===== config.mk =====
export PLATFORM = sky130hd
export DESIGN_NAME = cmac_link_ctrl
export DESIGN_NICKNAME = d
export VERILOG_FILES = /design/src/rtl/cmac_link_ctrl.sv
export SDC_FILE = /design/constraint.sdc
export NUM_CORES = 1
export LEC_CHECK = 0
export ABC_AREA = 1
export CAP_MARGIN = 20
export CORE_UTILIZATION = 23
export CTS_CLUSTER_SIZE = 20
export DETAILED_ROUTE_END_ITERATION = 10
export GPL_TIMING_DRIVEN = 0
export PLACE_DENSITY = 0.45
export SLEW_MARGIN = 40
export SYNTH_ARGS = -nofsm -noshare
export SYNTH_HDL_FRONTEND = slang
export SYNTH_HIERARCHICAL = 1
export SYNTH_SLANG_ARGS = --single-unit

===== constraint.sdc =====
create_clock -name cmac_rxtx_clk -period 1.93 [get_ports cmac_rxtx_clk]
set_input_delay 0.2895 -clock cmac_rxtx_clk [delete_from_list [all_inputs] [get_ports cmac_rxtx_clk]]
set_output_delay 0.2895 -clock cmac_rxtx_clk [all_outputs]
set_load 0.02 [all_outputs]

===== src/rtl/cmac_link_ctrl.sv =====
// Per-channel CMAC bring-up/supervision FSMs driving the static ctl_* inputs.
// Define CMAC_LINK_CTRL_STAT_EN to implement the link-drop and resync counters.
module cmac_link_ch #(
  parameter int STABLE_CYCLES = 8,
  parameter int ALIGN_TIMEOUT = 65536,
  parameter int RESYNC_CYCLES = 4,
  parameter int CNT_WIDTH     = 16
) (
  input  logic                 clk,
  input  logic                 rst,
  input  logic                 i_enable,
  input  logic                 i_aligned,
  output logic                 o_rx_enable,
  output logic                 o_tx_enable,
  output logic                 o_send_rfi,
  output logic                 o_force_resync,
  output logic                 o_link_up,
  output logic [CNT_WIDTH-1:0] o_link_down_cnt,
  output logic [CNT_WIDTH-1:0] o_resync_cnt
);
  localparam int TW = $clog2(ALIGN_TIMEOUT);
  localparam int SW = $clog2(STABLE_CYCLES + 1);
  localparam int RW = $clog2(RESYNC_CYCLES + 1);
  localparam logic [TW-1:0] TMR_LAST = TW'(ALIGN_TIMEOUT - 1);
  localparam logic [SW-1:0] STB_LAST = SW'(STABLE_CYCLES - 1);
  localparam logic [RW-1:0] RS_LAST  = RW'(RESYNC_CYCLES - 1);

  typedef enum logic [2:0] {
    ST_DISABLED, ST_WAIT_ALIGN, ST_SETTLE, ST_UP, ST_RESYNC
  } state_t;

  state_t        r_state, w_nxt;
  logic [TW-1:0] r_tmr;
  logic [SW-1:0] r_stb;
  logic [RW-1:0] r_rs;
  logic          w_tmr_clr, w_tmr_inc, w_stb_clr, w_stb_inc, w_rs_clr, w_rs_inc;

  always_ff @(posedge clk or posedge rst) begin
    if (rst) r_state <= ST_DISABLED;
    else     r_state <= w_nxt;
  end

  always_comb begin
    w_nxt     = r_state;
    w_tmr_clr = 1'b0;
    w_tmr_inc = 1'b0;
    w_stb_clr = 1'b0;
    w_stb_inc = 1'b0;
    w_rs_clr  = 1'b0;
    w_rs_inc  = 1'b0;
    if (!i_enable) begin
      w_nxt = ST_DISABLED;
    end else begin
      case (r_state)
        ST_DISABLED: begin
          w_nxt     = ST_WAIT_ALIGN;
          w_tmr_clr = 1'b1;
        end
        ST_WAIT_ALIGN: begin
          if (i_aligned) begin
            w_nxt     = ST_SETTLE;
            w_stb_clr = 1'b1;
          end else if (r_tmr == TMR_LAST) begin
            w_nxt    = ST_RESYNC;
            w_rs_clr = 1'b1;
          end else begin
            w_tmr_inc = 1'b1;
          end
        end
        ST_SETTLE: begin
          if (!i_aligned) begin
            w_nxt     = ST_WAIT_ALIGN;
            w_tmr_clr = 1'b1;
          end else if (r_stb == STB_LAST) begin
            w_nxt = ST_UP;
          end else begin
            w_stb_inc = 1'b1;
          end
        end
        ST_UP: begin
          if (!i_aligned) begin
            w_nxt     = ST_WAIT_ALIGN;
            w_tmr_clr = 1'b1;
          end
        end
        ST_RESYNC: begin
          // alignment is deliberately ignored so the pulse always completes
          if (r_rs == RS_LAST) begin
            w_nxt     = ST_WAIT_ALIGN;
            w_tmr_clr = 1'b1;
          end else begin
            w_rs_inc = 1'b1;
          end
        end
        default: w_nxt = ST_DISABLED;
      endcase
    end
  end

  always_ff @(posedge clk or posedge rst) begin
    if (rst) begin
      r_tmr <= '0;
      r_stb <= '0;
      r_rs  <= '0;
    end else begin
      if (w_tmr_clr)      r_tmr <= '0;
      else if (w_tmr_inc) r_tmr <= r_tmr + 1'b1;
      if (w_stb_clr)      r_stb <= '0;
      else if (w_stb_inc) r_stb <= r_stb + 1'b1;
      if (w_rs_clr)       r_rs  <= '0;
      else if (w_rs_inc)  r_rs  <= r_rs + 1'b1;
    end
  end

  assign o_rx_enable    = (r_state != ST_DISABLED);
  assign o_tx_enable    = (r_state == ST_UP);
  assign o_link_up      = (r_state == ST_UP);
  assign o_force_resync = (r_state == ST_RESYNC);
  assign o_send_rfi     = (r_state == ST_WAIT_ALIGN) || (r_state == ST_SETTLE) ||
                          (r_state == ST_RESYNC);

`ifdef CMAC_LINK_CTRL_STAT_EN
  logic                 w_down_evt, w_rs_evt;
  logic [CNT_WIDTH-1:0] r_down_cnt, r_rs_cnt;

  assign w_down_evt = (r_state == ST_UP) && (w_nxt == ST_WAIT_ALIGN);
  assign w_rs_evt   = (r_state != ST_RESYNC) && (w_nxt == ST_RESYNC);

  // saturating; disable does not clear them
  always_ff @(posedge clk or posedge rst) begin
    if (rst) begin
      r_down_cnt <= '0;
      r_rs_cnt   <= '0;
    end else begin
      if (w_down_evt && (r_down_cnt != '1)) r_down_cnt <= r_down_cnt + 1'b1;
      if (w_rs_evt && (r_rs_cnt != '1))     r_rs_cnt   <= r_rs_cnt + 1'b1;
    end
  end

  assign o_link_down_cnt = r_down_cnt;
  assign o_resync_cnt    = r_rs_cnt;
`else
  assign o_link_down_cnt = '0;
  assign o_resync_cnt    = '0;
`endif
endmodule

module cmac_link_ctrl #(
  parameter int CHANNEL_NUM   = 2,
  parameter int STABLE_CYCLES = 8,
  parameter int ALIGN_TIMEOUT = 65536,
  parameter int RESYNC_CYCLES = 4,
  parameter int CNT_WIDTH     = 16
) (
  input  logic                             cmac_rxtx_clk,
  input  logic                             cmac_reset,
  input  logic [CHANNEL_NUM-1:0]           cfg_enable,
  input  logic [CHANNEL_NUM-1:0]           stat_rx_aligned,
  output logic [CHANNEL_NUM-1:0]           ctl_rx_enable,
  output logic [CHANNEL_NUM-1:0]           ctl_tx_enable,
  output logic [CHANNEL_NUM-1:0]           ctl_tx_send_rfi,
  output logic [CHANNEL_NUM-1:0]           ctl_tx_send_lfi,
  output logic [CHANNEL_NUM-1:0]           ctl_rx_force_resync,
  output logic [CHANNEL_NUM-1:0]           link_up,
  output logic [CHANNEL_NUM*CNT_WIDTH-1:0] link_down_cnt,
  output logic [CHANNEL_NUM*CNT_WIDTH-1:0] resync_cnt
);
  assign ctl_tx_send_lfi = '0;

  for (genvar g = 0; g < CHANNEL_NUM; g++) begin : g_ch
    cmac_link_ch #(
      .STABLE_CYCLES (STABLE_CYCLES),
      .ALIGN_TIMEOUT (ALIGN_TIMEOUT),
      .RESYNC_CYCLES (RESYNC_CYCLES),
      .CNT_WIDTH     (CNT_WIDTH)
    ) u_ch (
      .clk             (cmac_rxtx_clk),
      .rst             (cmac_reset),
      .i_enable        (cfg_enable[g]),
      .i_aligned       (stat_rx_aligned[g]),
      .o_rx_enable     (ctl_rx_enable[g]),
      .o_tx_enable     (ctl_tx_enable[g]),
      .o_send_rfi      (ctl_tx_send_rfi[g]),
      .o_force_resync  (ctl_rx_force_resync[g]),
      .o_link_up       (link_up[g]),
      .o_link_down_cnt (link_down_cnt[g*CNT_WIDTH +: CNT_WIDTH]),
      .o_resync_cnt    (resync_cnt[g*CNT_WIDTH +: CNT_WIDTH])
    );
  end
endmodule

## Yosys cells after proc, flatten, opt, wreduce, memory -nomap -nowiden

Cells that the tools add are included.

| word-level totals | value |
|---|---|
| register bits after elaboration | 52 |
| input port bits | 6 |
| output and inout port bits | 76 |
| word-level logic and storage cells | 126 |

| cells by class | value |
|---|---|
| add/subtract/negate cells | 6 |
| equal/unequal tests | 22 |
| muxes and demuxes | 72 |
| reductions and logical operators | 18 |

Operators with widths:

| operator | number |
|---|---|
| 16-bit two-way mux | 4 |
| 3-bit two-way mux | 18 |
| 1-bit two-way mux | 42 |
| 16-bit by 1-bit adder with 16-bit output (second input constant) | 2 |
| 16-bit equality test (second input constant) | 2 |
| 3-bit one-hot mux with 5 select lines | 2 |
| 3-bit by 2-bit equality test with 1-bit output (second input constant) | 6 |
| 4-bit two-way mux | 4 |
| 4-bit by 3-bit != test with 1-bit output (second input constant) | 4 |
| 3-bit != test (second input constant) | 4 |
| 2-bit nonzero test | 6 |
| 4-bit by 1-bit adder with 4-bit output (second input constant) | 2 |
| 4-bit by 3-bit equality test with 1-bit output (second input constant) | 2 |
| 4-bit AND reduction | 2 |
| 3-bit by 1-bit adder with 3-bit output (second input constant) | 2 |
| 3-bit by 1-bit equality test with 1-bit output (second input constant) | 2 |
| 3-bit equality test (second input constant) | 2 |
| 3-bit zero test | 2 |
| 1-bit one-hot mux with 3 select lines | 2 |
| 3-bit nonzero test | 2 |
| 1-bit logical OR | 4 |
| 2-bit OR reduction | 2 |

## Longest topological paths before layout

| depth | value |
|---|---|
| word-level depth | 7 |
| mapped depth | 10 |
| mapped depth without buffers | 10 |

## By module

Netlist, hierarchy kept.

Modules (own cells, without submodules):

| module | instances | cells an instance | area an instance (um^2) |
|---|---|---|---|
| cmac_link_ch | 2 | 270 | 2024.4 |
| cmac_link_ctrl | 1 | 3 | 18.8 |

## Worst setup path before layout

No wires, ideal clock.

| timing path | value |
|---|---|
| path type | reg2reg |
| start point | reg g_ch[0].u_ch.r_rs[0] |
| end point | reg g_ch[0].u_ch.r_tmr[15] |
| arrival | 1.453 ns |
| path slack | 0.412 ns |
| cell stages (with the launch flop) | 10 |
| path buffers | 0 |
| period minus slack after synthesis | 1.518 ns |
| cells stage by stage | dfrtp_1 ha_1 ha_1 nor2_1 o21ai_1 nand2_1 inv_2 nor2_4 nand2_1 nand2_1 |

| on the way | value |
|---|---|
| word-level cells in the longest chain between the ends | 5 |

RTL lines:

| element | RTL line | source |
|---|---|---|
| from (decl) | 35 | `logic [RW-1:0] r_rs;` |
| from (signal assigned) | 111 | `else if (w_rs_inc) r_rs <= r_rs + 1'b1;` |
| 3-bit by 2-bit equality test with 1-bit output (*) | 88 | `if (r_rs == RS_LAST) begin` |
| 1-bit two-way mux (*) | 88 |  |
| 1-bit one-hot mux with 3 select lines (*) | 54 | `case (r_state)` |
| 1-bit two-way mux (*) | 51 | `if (!i_enable) begin` |
| 16-bit two-way mux or 2-bit nonzero test (tied branches) | - |  |
| to (signal assigned) | 107 | `else if (w_tmr_inc) r_tmr <= r_tmr + 1'b1;` |
| to (decl) | 33 | `logic [TW-1:0] r_tmr;` |

Every way passes the cells marked *; elsewhere a longest branch is shown, timed or not.
A chain may end at the register's enable or synchronous reset.

## Worst setup path after layout

| timing path | value |
|---|---|
| start point | reg g_ch[0].u_ch.r_state[0] |
| end point | out ctl_rx_enable[0] |

| on the way | value |
|---|---|
| word-level cells in the longest chain between the ends | 1 |

RTL lines:

| element | RTL line | source |
|---|---|---|
| from (decl) | 32 | `state_t r_state, w_nxt;` |
| from (signal assigned) | 40 | `else r_state <= w_nxt;` |
| 3-bit nonzero test | 115 | `assign o_rx_enable = (r_state != ST_DISABLED);` |
| to (decl) | 159 | `output logic [CHANNEL_NUM-1:0] ctl_rx_enable,` |

No other way between the ends.

==> summary.md <==
| Metric | Value |
|---|---|
| Max cap viols | 0 |
| Initial antenna violation count | 0 |
| Main area contributors after synthesis | dfrtp_1 32%, nand2_1 14%, buf_4 13% |
| Via count | ~3,400 |
| Uppermost layer routed | met4 |
| Max Slew Vio Count | 0 |
| Ports | around 80 |
| Startpoint Class | register |
| Clk_skew | roughly 5.4 ps |
| Element type at the critical path end | output port |
| DR vias/cell | around 4 |
| DR WL met3 | ~330 um |
| CTS buffer count | 5 |
| Gpl congestion | 0.840 |
| Internal power | 2.32 mW |
| Pin count of the biggest net entering global routing | 27 |
| Rel. slew slack | between 60 and 70% |
| Die X | approximately 130 um |
| TritonCTS clock tree | yes |
| Diodes inserted | 0 |
| Power Density | just under 800 nW/um^2 |
| Area leader, netlist | dfrtp_1 |
| Unrepaired setup endpoints after global routing | false |
| Netlist area before placement | a little over 4000 um^2 |
| Achievable Freq | about 550 MHz |
| CP required | about 1600 ps |
| Clock Latency Late Sink | between 200 and 300 ps |
| Wire length per cell | ~10 um |
| LEAKAGE | ~2.5 nW |
| DR WL met2 | approximately 4000 um |
| Count leader, synth | nand2_1 |
| All-Layer GR Usage | under 10% |
| Cell variety after synth | 33 |
| R2R depth | 9 |
| First-pass GRT wire length | 14,300 um |
| Antenna viol nets, final | 0 |
| Seq/Total Area, Yosys | between 30% and 40% |
| Total grt overflow | 0 |
| Worst-path clk slew | roughly 70 ps |
| Input/output buffers | 15 |
| Logic pwr share | approximately two fifths |
| Die Area | between 15,000 and 20,000 um^2 |
| Hold Crit Class | in -> async |
| RR Startpoint | g_ch[0].u_ch/r_rs[0] |
| Actual slew at the worst max-slew pin | a little under 600 ps |
| First-iteration detailed-routing DRC count | 84 |
| Final setup fails | 0 |
| Register share of total power | between 30% and 40% |
| Net switching power | roughly 1.6 mW |
| Initial Utilization | between 20% and 30% |
| Post-Synthesis Cells | roughly 540 |
| Synthesis Warnings | 6 |
| Hold Fails Final Rpt | 0 |
| HPWL after DPL | 6320 um |
| Total Wirelength | 8570 um |
| Clock power share | a little under a quarter |
| # rows | 48 |
| Area grow syn2layout | 21.2% |
| Main synth FF type | dfrtp_1 |
| Post-synth EDFFs | 0 |
| Post-route DRC | 0 |
| Worst IR Drop VDD | roughly 0.00040 V |
| Share of layout cells above drive strength 1 | between 20 and 25% |
| Worst Setup SP | g_ch[0].u_ch/r_state[0] |
| Chip Height | around 130 um |
| Final TNS setup | 0 ps |
| Status | completed |
| Period Utilization, post-route | 93.8% |
| Hold_buf cts | 0 |
| Placed inst area | 4740 um^2 |
| Router iterations before antenna repair | 6 |
| Crit path max fanout | 4 |
| Post-route cell area | slightly below 5000 um^2 |
| Synth top area share | 32.0% |
| H-tree Lvls | 2 |
| Minimum clock period | 1810 ps |
| Flops & latches, synth | 52 |
| Clock buffer depth | 2 |
| Wire length on met1 | 4070 um |
| Crit path kind | reg -> out |
| Via count of the first global-routing pass | about 3,000 |
| Synthesized area per cell | around 7.5 um^2 |
| Core area | between 15,000 and 20,000 um^2 |
| Clk sink count | 52 |
| Ys async rst share | 100% |
| Worst EP arrival | about 1500 ps |
| CTS root buf | clkbuf_16 |
| Commonest cells in the netlist | 156 x nand2_1, 70 x buf_4, 52 x dfrtp_1, 52 x nor2_1, 40 x inv_1 |
| Sw Share | between 40% and 50% |
| Final #Nets | approximately 650 |
==> critical path: stages, from the launching register on <==
cell and delay [ps]:
dfrtp_1 450, nor2_2 190, nand2_1 60, clkdlybuf4s50_1 540
==> power by group through the flow <==
stage / clock, mW / combinational [mW] / sequential [mW]
after floorplan: 0 / 1.10 / 1.39
after global placement: 0 / 1.44 / 1.43
after detailed placement: 0 / 1.46 / 1.44
after CTS: 0.970 / 1.46 / 1.42
after global routing: 1.00 / 1.68 / 1.46
final: 0.920 / 1.52 / 1.43
==> cell type report <==
| class | instances | area [um^2] |
|---|---|---|
| Buffer | 72 | 548 |
| Inverter | 56 | 215 |
| Tap cell | 225 | 282 |
| Multi-Input combinational cell | 427 | 2260 |
| Clock buffer | 8 | 146 |
| Sequential cell | 52 | 1300 |
| Fill cell | 1891 | 12400 |
| Timing Repair Buffer | 18 | 174 |
==> cells by family (layout without fill, tap and decap cells) <==
family                     Yosys count  count (layout)  synth area share, %
other                                3              66                0.277
buffers and inverters              128             154                 18.8
and+or+nand+nor                    304             305                 37.8
xor gates and xnor gates            12              12                 2.58
adders and majority gates            8               8                 2.46
AOI/OAI and AO/OA                   36              36                 6.15
DFF                                 52              52                 32.0
==> metal layers <==
metal	GRT usage [%]	vias to the layer above
li1	-	1771
met1	12.5	1561
met2	16.4	75
met3	1.58	9
met4	3.06	0
met5	0	-
==> sequential cells by signal, indices dropped and copies added, names as in the netlist <==
name / count
g_ch.u_ch/r_tmr: 32
g_ch.u_ch/r_stb: 8
g_ch.u_ch/r_rs: 6
g_ch.u_ch/r_state: 6
==> cells in the final DEF (no fill, tap or decap), drive strengths merged, types with 12 or more instances in the layout <==
cell	count
inv	56
nor2	65
xor2	12
conb	66
nand3	52
o21ai	18
dfrtp	52
nand4	14
buf	76
nand2	160
==> stage by stage <==
stage | utilization (%) | total power, mW | setup slack [ps] | hold slack [ps] | instances
6_report | 28.5 | 3.87 | 120 | 424 | 858
5_1_grt | 28.5 | 4.15 | 16.4 | 493 | 858
4_1_cts | 28.3 | 3.85 | 44.6 | 449 | 854
3_5_place_dp | 27.4 | 2.90 | 56.4 | 493 | 846
3_3_place_gp | 27.4 | 2.88 | 58.6 | 488 | 846
2_1_floorplan | - | 2.50 | 412 | 330 | 606
==> path summary, 6_finish.rpt <==
| path | end | slack [ps] |
|---|---|---|
| setup / recovery | ctl_rx_enable[0] | 120 |
| hold / removal | g_ch[1].u_ch/r_stb[3] | 420 |
| setup reg to reg | g_ch[0].u_ch/r_tmr[11] | 170 |
| hold reg to reg | g_ch[1].u_ch/r_stb[0] | 500 |
| max in group asynchronous | g_ch[1].u_ch/r_state[0] | 1090 |
| min in group cmac_rxtx_clk | g_ch[1].u_ch/r_stb[0] | 500 |
==> repair_timing <==
action	4_1_cts	5_1_grt
resized for setup	12	1
hold endpoints to repair	0	0
setup endpoints to repair	8	19
pin swaps	0	2
buffers inserted	0	3
cloned	0	1
Power figures use the tool's default switching activity.
